File: config.mk
export PLATFORM = sky130hd
export DESIGN_NAME = apb_watchdog
export DESIGN_NICKNAME = d
export VERILOG_FILES = /design/src/rtl/apb_watchdog.sv
export SDC_FILE = /design/constraint.sdc
export NUM_CORES = 1
export LEC_CHECK = 0
export BUFFER_PORTS_ARGS = -buffer_cell sky130_fd_sc_hd__buf_2
export CORE_UTILIZATION = 30
export DETAILED_ROUTE_END_ITERATION = 6
export GPL_TIMING_DRIVEN = 0
export PLACE_DENSITY = 0.48
export RECOVER_POWER = 50
export SYNTH_ARGS = -nofsm -noshare
export SYNTH_HDL_FRONTEND = slang
export SYNTH_SLANG_ARGS = --single-unit
File: constraint.sdc
create_clock -name clk_i -period 3.2 [get_ports clk_i]
set_input_delay 0.48 -clock clk_i [delete_from_list [all_inputs] [get_ports clk_i]]
set_output_delay 0.48 -clock clk_i [all_outputs]
set_load 0.03 [all_outputs]
File: src/rtl/apb_watchdog.sv
// APB two-stage watchdog: the first expiry raises a bark interrupt, and a
// second expiry with no kick in between raises a sticky reset request (bite).
module apb_watchdog #(
    parameter int          APB_ADDR_WIDTH = 32,
    parameter logic [31:0] KICK_KEY       = 32'h5A5A_A5A5,
    parameter logic [31:0] RESET_LOAD     = 32'hFFFF_FFFF
) (
    input  logic                      clk_i,
    input  logic                      rst_ni,
    input  logic                      psel_i,
    input  logic                      penable_i,
    input  logic                      pwrite_i,
    input  logic [APB_ADDR_WIDTH-1:0] paddr_i,
    input  logic [31:0]               pwdata_i,
    output logic [31:0]               prdata_o,
    output logic                      pready_o,
    output logic                      pslverr_o,
    output logic                      irq_o,
    output logic                      rst_req_o
);

    // Register indices decoded from paddr_i[4:2]
    localparam logic [2:0] IDX_CTRL   = 3'd0;
    localparam logic [2:0] IDX_LOAD   = 3'd1;
    localparam logic [2:0] IDX_COUNT  = 3'd2;
    localparam logic [2:0] IDX_KICK   = 3'd3;
    localparam logic [2:0] IDX_STATUS = 3'd4;

    logic        r_en;
    logic        r_rstEn;
    logic [7:0]  r_presc;
    logic [31:0] r_load;
    logic [31:0] r_count;
    logic [7:0]  r_prescCnt;
    logic        r_bark;
    logic        r_badKey;
    logic        r_bitten;
    logic        r_rstReq;

    logic [2:0]  w_idx;
    logic        w_access;
    logic        w_unmapped;
    logic        w_error;
    logic        w_write;
    logic        w_ctrlWr;
    logic        w_loadWr;
    logic        w_kickWr;
    logic        w_statWr;
    logic        w_kickGood;
    logic        w_kickBad;
    logic        w_enRise;
    logic        w_tick;
    logic        w_expire;
    logic        w_barkSet;
    logic        w_bite;
    logic [31:0] w_rdata;
    logic        w_unusedAddr;

    assign w_idx      = paddr_i[4:2];
    assign w_access   = psel_i & penable_i;
    assign w_unmapped = w_idx[2] & (w_idx[1] | w_idx[0]);
    assign w_error    = w_access & (w_unmapped | (pwrite_i & (w_idx == IDX_COUNT)));
    assign w_write    = w_access & pwrite_i & ~w_error;

    // Only address bits [4:2] select a register; the rest are ignored.
    assign w_unusedAddr = ^{paddr_i[APB_ADDR_WIDTH-1:5], paddr_i[1:0]};

    assign w_ctrlWr   = w_write & (w_idx == IDX_CTRL);
    assign w_loadWr   = w_write & (w_idx == IDX_LOAD);
    assign w_kickWr   = w_write & (w_idx == IDX_KICK);
    assign w_statWr   = w_write & (w_idx == IDX_STATUS);
    assign w_kickGood = w_kickWr & (pwdata_i == KICK_KEY);
    assign w_kickBad  = w_kickWr & (pwdata_i != KICK_KEY);
    assign w_enRise   = w_ctrlWr & pwdata_i[0] & ~r_en;

    // A tick is the prescaler wrapping; after a bite the count stays parked
    // at zero until a good kick or a fresh enable restarts it. A kick in the
    // same cycle as an expiry cancels the expiry.
    assign w_tick    = r_en & ~r_bitten & (r_prescCnt == r_presc);
    assign w_expire  = w_tick & (r_count == 32'd0) & ~w_kickGood;
    assign w_barkSet = w_expire & ~r_bark;
    assign w_bite    = w_expire & r_bark;

    assign pready_o  = 1'b1;
    assign pslverr_o = w_error;
    assign irq_o     = r_bark | r_badKey;
    assign rst_req_o = r_rstReq;
    assign prdata_o  = w_rdata;

    // Read mux: only drives data during the access phase of a mapped register
    always_comb begin
        w_rdata = 32'd0;
        if (w_access) begin
            case (w_idx)
                IDX_CTRL:   w_rdata = {16'd0, r_presc, 6'd0, r_rstEn, r_en};
                IDX_LOAD:   w_rdata = r_load;
                IDX_COUNT:  w_rdata = r_count;
                IDX_STATUS: w_rdata = {30'd0, r_badKey, r_bark};
                default:    w_rdata = 32'd0;
            endcase
        end
    end

    // Register file, prescaler, down-counter and bark/bite state
    always_ff @(posedge clk_i) begin
        if (!rst_ni) begin
            r_en       <= 1'b0;
            r_rstEn    <= 1'b0;
            r_presc    <= 8'd0;
            r_load     <= RESET_LOAD;
            r_count    <= RESET_LOAD;
            r_prescCnt <= 8'd0;
            r_bark     <= 1'b0;
            r_badKey   <= 1'b0;
            r_bitten   <= 1'b0;
            r_rstReq   <= 1'b0;
        end else begin
            if (w_ctrlWr) begin
                r_en    <= pwdata_i[0];
                r_rstEn <= pwdata_i[1];
                r_presc <= pwdata_i[15:8];
            end
            if (w_loadWr) begin
                r_load <= pwdata_i;
            end

            if (w_enRise || w_kickGood || !r_en) begin
                r_prescCnt <= 8'd0;
            end else if (r_prescCnt == r_presc) begin
                r_prescCnt <= 8'd0;
            end else begin
                r_prescCnt <= r_prescCnt + 8'd1;
            end

            // Reloads use r_load as it was before any LOAD write this cycle
            if (w_enRise || w_kickGood) begin
                r_count <= r_load;
            end else if (w_tick) begin
                if (r_count != 32'd0) begin
                    r_count <= r_count - 32'd1;
                end else if (!r_bark) begin
                    r_count <= r_load;
                end
            end

            if (w_barkSet) begin
                r_bark <= 1'b1;
            end else if (w_kickGood || (w_statWr && pwdata_i[0])) begin
                r_bark <= 1'b0;
            end

            if (w_kickBad) begin
                r_badKey <= 1'b1;
            end else if (w_statWr && pwdata_i[1]) begin
                r_badKey <= 1'b0;
            end

            if (w_enRise || w_kickGood) begin
                r_bitten <= 1'b0;
            end else if (w_bite) begin
                r_bitten <= 1'b1;
            end

            if (w_bite && r_rstEn) begin
                r_rstReq <= 1'b1;
            end
        end
    end

endmodule

==> results.md, run 1 <==
- Period minus WS final: 3.03 ns
- Skew final: 0.00869 ns
- Synth async-reset ratio: 0%
- Hold path endpoint: r_load[25]
- Worst setup slack after layout: 0.172 ns
- CTS tree: yes
- CP endpoint kind: flip-flop
- Clock tree buffer depth: 2
- Synth Cell Area: 5040 um2
- RSZ-0062 raised after global routing: false
- Filler cell count: 1823
- R2R cell count: 9
- Multi-input logic area: 3110 um2
- Max Cap Viol: 0
- Flops & latches, synth: 86
- Syn_nets: 740
- Hold path cells: 3
- Worst slack, placed: -0.233 ns
- Power density over the cells: 416 nW/um2
- Mean post-synth cell area: 7.54 um2
- Crit path kind: reg -> reg
- Worst Hold Launch: pwdata_i[25]
- Worst reg2reg setup slack: 0.17 ns
- Htree depth: 3
- Antenna Nets Post-Route: 0
- XOR/XNOR Fraction of Synth Area: 2.43%
- Critical path data required time: 3.45 ns
- Clock slew at reported path FFs: 0.07 ns
- Synth-to-Final Area Change: 20.1%
- Synth Warn #: 0
- Chip Height: 132 um
- Number of remaining DRC errors: 0
- Post-route total power: 2.52 mW
- Fraction of layout cells with a size suffix above 1: 15.6%
- Top fanout value on the critical path: 10
- Worst-Margin Slew: 1.00 ns
- Worst vdd ir: 0.000260 V
- Core area: 16500 um2
- Part of the Yosys area used for sequential elements: 34.2%
- Initial antenna violation count: 0
- Multiplexer share of the synthesized area: 3.00%
- Register Area: 1720 um2
- Worst R2R End: r_count[12]
- Synth Area in Adders: 0.745%
- Library cells used by synthesis: 65
- Syn Inst Count: 668
- Total CTS buffers: 9
- Row count: 47
- Number of buffers added on ports: 70
- Final Cycle Share: 94.6%
- CP Data Arrival Time: 3.28 ns
- Rel. slew slack: 32.7%
- DR pass1 iterations: 6
- Clock root buffer: clkbuf_16
- Gpl congestion: 0.902
- Clk_lat worst skew: 0.36 ns
- Full die area: 17300 um2
- Largest family of logic cells by synthesized area: simple AND/OR/NAND/NOR gates
- Drt wl/cell: 20.1 um
- Final Max Slew Viols: 0
- Drt total wl: 19700 um
- Largest net degree at the start of global routing: 17
- Total GRT Usage: 23.2%
- Final HPWL DP: 14900 um
- Fin util: 36.7%
- Critical Path Source Type: flip-flop
- Grt ovf: 0
- Vias in the first global route: 5368
- Post-synthesis compound-gate area fraction: 18.4%
- Outcome: complete, no violations
- Via count: 5493
- Post-synth top flop: dfxtp_1
- Min-Delay Path Class: in -> reg
- Leak: 2.42 nW
- Clock sinks: 86
- Initial Util: 30.6%
- Worst R2R Start: r_count[8]
- Simple-Gate Fraction of Synth Area: 36.3%
- Final Hold Fails: 0
- Die X: 132 um
- Initial DRC Count: 409
- Final Setup Violations: 0
- Post-synth EDFFs: 0
- Peak Freq: 0.330 GHz
- Number of diodes: 0
- # IOs: 105
- Vias per cell: 5.62
- Global-route wire length before repair: 30900 um
- Fin nets: 824
-- registers in the layout, summed over array words and instances, names as in the netlist --
register	flops
r_en	1
r_load	32
r_count	32
rst_req_o	1
r_prescCnt	8
r_bark	1
r_rstEn	1
r_bitten	1
r_badKey	1
r_presc	8
-- metrics by stage --
| stage | std cells | TNS, ns | hold WS (ns) | instance area, um2 |
|---|---|---|---|---|
| 2_1_floorplan | 668 | 0 | 0.437 | 5040 |
| 3_3_place_gp | 958 | -1.47 | 0.462 | 5660 |
| 3_5_place_dp | 958 | -1.58 | 0.469 | 5660 |
| 4_1_cts | 974 | 0 | 0.338 | 6000 |
| 5_1_grt | 977 | 0 | 0.349 | 6050 |
| 6_report | 977 | 0 | 0.345 | 6050 |
-- placed cells by master (no fill, tap or decap), types with 4 or more instances in the layout --
master     Yosys  layout
a21oi_1       29      29
inv_1         17      17
clkbuf_16      0       9
nand3_1       72      72
nand2_1       97      97
or4_1          5       5
o211ai_1      14      14
buf_4          1       4
o211a_1        6       6
mux2i_1       14      14
o21ai_0       12      12
nor2_1        83      83
or2_2          5       5
buf_2          5      69
clkbuf_1      36      42
nor4_2         4       5
nand4_1       14      14
nor3_2         2       5
nor2b_1        4       4
nor4_1        17      15
nor4bb_1       4       4
nor3_1        16      13
a31oi_1        7       7
a22oi_1       25      25
and3_1         6       6
xor2_1        13      13
dfxtp_1       86      86
or3_1         11      11
-- cell families after synthesis --
family                     Yosys count
and+or+nand+nor                    361
AOI/OAI and AO/OA                  127
DFF                                 86
buffers and inverters               61
muxes                               15
xor gates and xnor gates            14
adders and majority gates            3
other                                1
-- report_power, final --
part,switching (mW),total (mW),internal [mW]
clock network,0.493,1.19,0.694
logic,0.145,0.223,0.0778
registers,0.0226,1.11,1.08
total,0.661,2.52,1.86
-- metal layers --
metal | GRT usage [%] | vias to the layer above | share of wire, %
li1 | - | 2616 | -
met1 | 31.1 | 2646 | 46
met2 | 37.2 | 199 | 46
met5 | 0 | - | 0
met4 | 8.07 | 0 | 2.1
met3 | 4.17 | 32 | 5.9
-- how the worst max path moves through the flow --
stage	startpoint	endpoint	slack [ns]	cells after the start
CTS	paddr_i[2]	prdata_o[6]	0.13	7
detailed placement	pwdata_i[23]	r_count[19]	-0.23	9
global route	r_count[0]	r_count[9]	0.01	8
finish	r_count[8]	r_count[12]	0.17	9
global placement	pwdata_i[23]	r_count[3]	-0.19	9
floorplan	paddr_i[2]	prdata_o[16]	0.66	6
-- synth_stat cells, drive strengths merged (3+ instances only) --
| cell | instances | area (um2) |
|---|---|---|
| a31oi | 7 | 43.8 |
| ha | 3 | 37.5 |
| o31ai | 3 | 22.5 |
| o2111ai | 3 | 26.3 |
| nand2 | 97 | 364 |
| dfxtp | 86 | 1720 |
| nand3b | 3 | 22.5 |
| buf | 8 | 47.5 |
| nor2b | 4 | 25.0 |
| a22oi | 25 | 188 |
| o211a | 6 | 60.1 |
| and2 | 3 | 18.8 |
| and4b | 3 | 30.0 |
| nand4 | 15 | 100 |
| o21ai | 13 | 65.1 |
| or3 | 11 | 68.8 |
| nand3 | 72 | 360 |
| o31a | 3 | 26.3 |
| clkbuf | 36 | 135 |
| inv | 17 | 63.8 |
| or4 | 6 | 48.8 |
| o211ai | 14 | 105 |
| nor3 | 18 | 100 |
| mux2i | 14 | 140 |
| a21oi | 29 | 145 |
| o22a | 3 | 26.3 |
| xor2 | 13 | 114 |
| nor2 | 83 | 312 |
| and3 | 6 | 37.5 |
| nor4 | 23 | 199 |
| nor4bb | 4 | 40.0 |
| or2 | 5 | 31.3 |
| a221oi | 3 | 26.3 |
| nor4b | 3 | 26.3 |
-- critical path: stages (launching register included) --
cell and delay (ns):
dfxtp_1 0.30, clkbuf_1 0.20, nor4_2 0.48, nand4_2 0.27, or3_1 0.42, buf_2 0.19, o311ai_4 0.39, nand2_1 0.18
buf_2 0.25, o211a_1 0.23
-- cell type report --
cell class	instances	share of cell area (%)
tap	220	4.55
multi-input combinational	521	51.4
inverter	17	1.05
sequential	86	28.5
buffer	44	3.04
clock inverter	7	1.70
timing repair buffer	73	6.04
clock buffer	9	3.72
-- timing repair --
| action | in CTS | in global routing |
|---|---|---|
| pin swaps | 0 | 2 |
| cloned | 0 | 0 |
| setup buffers | 0 | 3 |
| gates resized for setup | 2 | 7 |
| hold buffers | 0 | 0 |
| setup endpoints to repair | 3 | 25 |
Note: power is estimated with default switching activity, not from simulation.
==> run 2: changes to the inputs <==
--- a/config.mk
+++ b/config.mk
@@ -6,6 +6,7 @@
 export NUM_CORES = 1
 export LEC_CHECK = 0
 export BUFFER_PORTS_ARGS = -buffer_cell sky130_fd_sc_hd__buf_2
+export CORE_ASPECT_RATIO = 0.9
 export CORE_UTILIZATION = 30
 export DETAILED_ROUTE_END_ITERATION = 6
 export GPL_TIMING_DRIVEN = 0
==> results.md, run 2 (same netlist as run 1, synthesis figures left out) <==
- Clock root buffer: clkbuf_16
- Worst R2R Start: r_count[27]
- Setup TNS Final: 0 ns (unchanged)
- Synth-to-Final Area Change: 18.9%
- Total CTS buffers: 9 (unchanged)
- Drt wl/cell: 20.6 um (+2.2%)
- Die X: 139 um (+5.3%)
- Most frequent cells in the layout: nand2_1, dfxtp_1, nor2_1, nand3_1, buf_2
- Hold buffers post-CTS: 0 (unchanged)
- Min-Delay Path Class: in -> reg
- Vias per cell: 5.67 (+0.85%)
- Htree depth: 3 (unchanged)
- Fin nets: 824 (unchanged)
- Failing checks: DRC
- Final HPWL DP: 15100 um (+1.9%)
- CTS tree: yes
- CP Data Arrival Time: 3.33 ns (+0.05 ns)
- Fraction of layout cells with a size suffix above 1: 15.1% (-0.53 points)
- Number of buffers added on ports: 70 (unchanged)
- Initial DRC Count: 610 (+49%)
- Gpl congestion: 0.906 (+0.53%)
- Largest net degree at the start of global routing: 17 (unchanged)
- Final Setup Violations: 0 (unchanged)
- Max incr delay on CP: 0.65 ns (+0.17 ns)
- Vias in the first global route: 5363 (-0.093%)
- Core area: 16300 um2 (-1.0%)
- Final Cycle Share: 96.2% (+1.6 points)
- Worst Hold Launch: pwdata_i[20]
- Antenna Nets Post-Route: 0 (unchanged)
- Via count: 5466 (-0.49%)
- Largest regs: r_count (32), r_load (32)
- Worst vdd ir: 0.000239 V (-8.0%)
- Critical Path Source Type: flip-flop
- Worst setup path start: r_count[27]
- Initial antenna violation count: 0 (unchanged)
- Chip Height: 125 um (-5.1%)
- Final Hold Fails: 0 (unchanged)
- Period minus WS final: 3.08 ns (+0.0514 ns)
- Top fanout value on the critical path: 10 (unchanged)
- Clk_lat worst skew: 0.36 ns (about the same)
- Grt ovf: 0 (unchanged)
- # IOs: 105 (unchanged)
- Peak Freq: 0.325 GHz (-1.7%)
- Initial Util: 30.9% (+0.32 points)
- Drt total wl: 19800 um (+0.88%)
- Slowest-stage cell, CP: nor4_1
- Clock sinks: 86 (unchanged)
- Worst-Margin Slew: 1.01 ns (+0.00847 ns)
- Most common cell after layout, fill and taps aside: nand2_1
- Final Max Slew Viols: 0 (unchanged)
- Rel. slew slack: 32.1% (-0.57 points)
- Post-route total power: 2.43 mW (-3.6%)
- DR pass1 iterations: 7 (+1)
- Critical path data required time: 3.45 ns (about the same)
- CP endpoint kind: flip-flop
- Clock tree buffer depth: 2 (unchanged)
- Number of remaining DRC errors: 10 (+10)
- Crit path kind: reg -> reg
- Clock slew at reported path FFs: 0.07 ns (about the same)
- Row count: 44 (-6.4%)
- Leak: 2.40 nW (-0.71%)
- Global-route wire length before repair: 30900 um (+0.18%)
- Number of diodes: 0 (unchanged)
- Outcome: finished, violations left
- Power density over the cells: 405 nW/um2 (-2.6%)
- Full die area: 17300 um2 (about the same)
- Total GRT Usage: 23.5% (+0.23 points)
- Filler cell count: 1793 (-1.6%)
- Worst-path cell chain: nor4_1 > nand4_1 > or4_4 > a211oi_4 > buf_6 > nand3b_1 > o211a_1
- Skew final: 0.00865 ns (-0.0000394 ns)
- Max Cap Viol: 0 (unchanged)
- RSZ-0062 raised after global routing: true
- Fin util: 36.8% (about the same)
==> run 2: cell types whose count changed in the layout (fill, tap and decap cells not counted) <==
cell	before	now
clkinv_2	0	1
buf_4	4	3
clkbuf_2	1	0
nor4_1	15	17
nor4_2	5	3
clkbuf_1	42	44
bufinv_16	2	1
==> run 2: critical path: cells and delay by family, from the launching register on <==
| family | cells | cell delay, ns |
|---|---|---|
| buf+inv | 1 | 0.26 |
| simple gates | 4 | 1.63 |
| flops | 1 | 0.36 |
| compound gates | 2 | 0.73 |
==> run 2: layout make-up <==
cell class,instances,area (um2),share of cell area (%)
clock inverter,7,77.6,1.29
timing repair buffer,73,362,6.04
sequential,86,1720,28.7
inverter,17,63.8,1.07
clock buffer,9,225,3.76
buffer,44,183,3.05
tap,207,259,4.32
multi-input combinational,521,3100,51.7
==> run 2: report_power, final <==
| group | internal [mW] | total (mW) | switching, mW | leakage [nW] |
|---|---|---|---|---|
| combinational | 0.0777 | 0.224 | 0.147 | 1.56 |
| clock | 0.614 | 1.10 | 0.483 | 0.147 |
| sequential | 1.08 | 1.11 | 0.0222 | 0.697 |
| total | 1.78 | 2.43 | 0.652 | 2.40 |
==> run 2: what timing repair did <==
action                                  in CTS  in global routing
endpoints found under the setup margin       4                 20
gates resized for setup                      1                  3
pin swaps                                    0                  1
buffers inserted                             0                  2
hold endpoints to repair                     0                  0
==> run 2: per-layer routing <==
metal	global-route usage (%)	vias up	part of all wire, %
met2	36.8	192	45
li1	-	2623	-
met5	0	-	0
met4	8.33	0	2.0
met3	3.98	23	6.8
met1	32.3	2628	46
==> run 2: worst paths after layout <==
path	endpoint	slack, ns	cells past startpoint
setup / recovery	r_count[9]	0.12	7
hold / removal	r_load[20]	0.35	3
setup reg to reg	r_count[9]	0.12	7
hold reg to reg	rst_req_o	0.48	2
==> run 2: metrics by stage <==
stage | instances | instance area (um2) | worst slack, ns | hold slack [ns]
floorplan | 668 | 5040 | 0.661 | 0.437
global placement | 945 | 5650 | -0.341 | 0.458
detailed placement | 946 | 5660 | -0.128 | 0.463
CTS | 962 | 5970 | 0.0652 | 0.335
global route | 964 | 5990 | -0.00930 | 0.353
finish | 964 | 5990 | 0.120 | 0.346
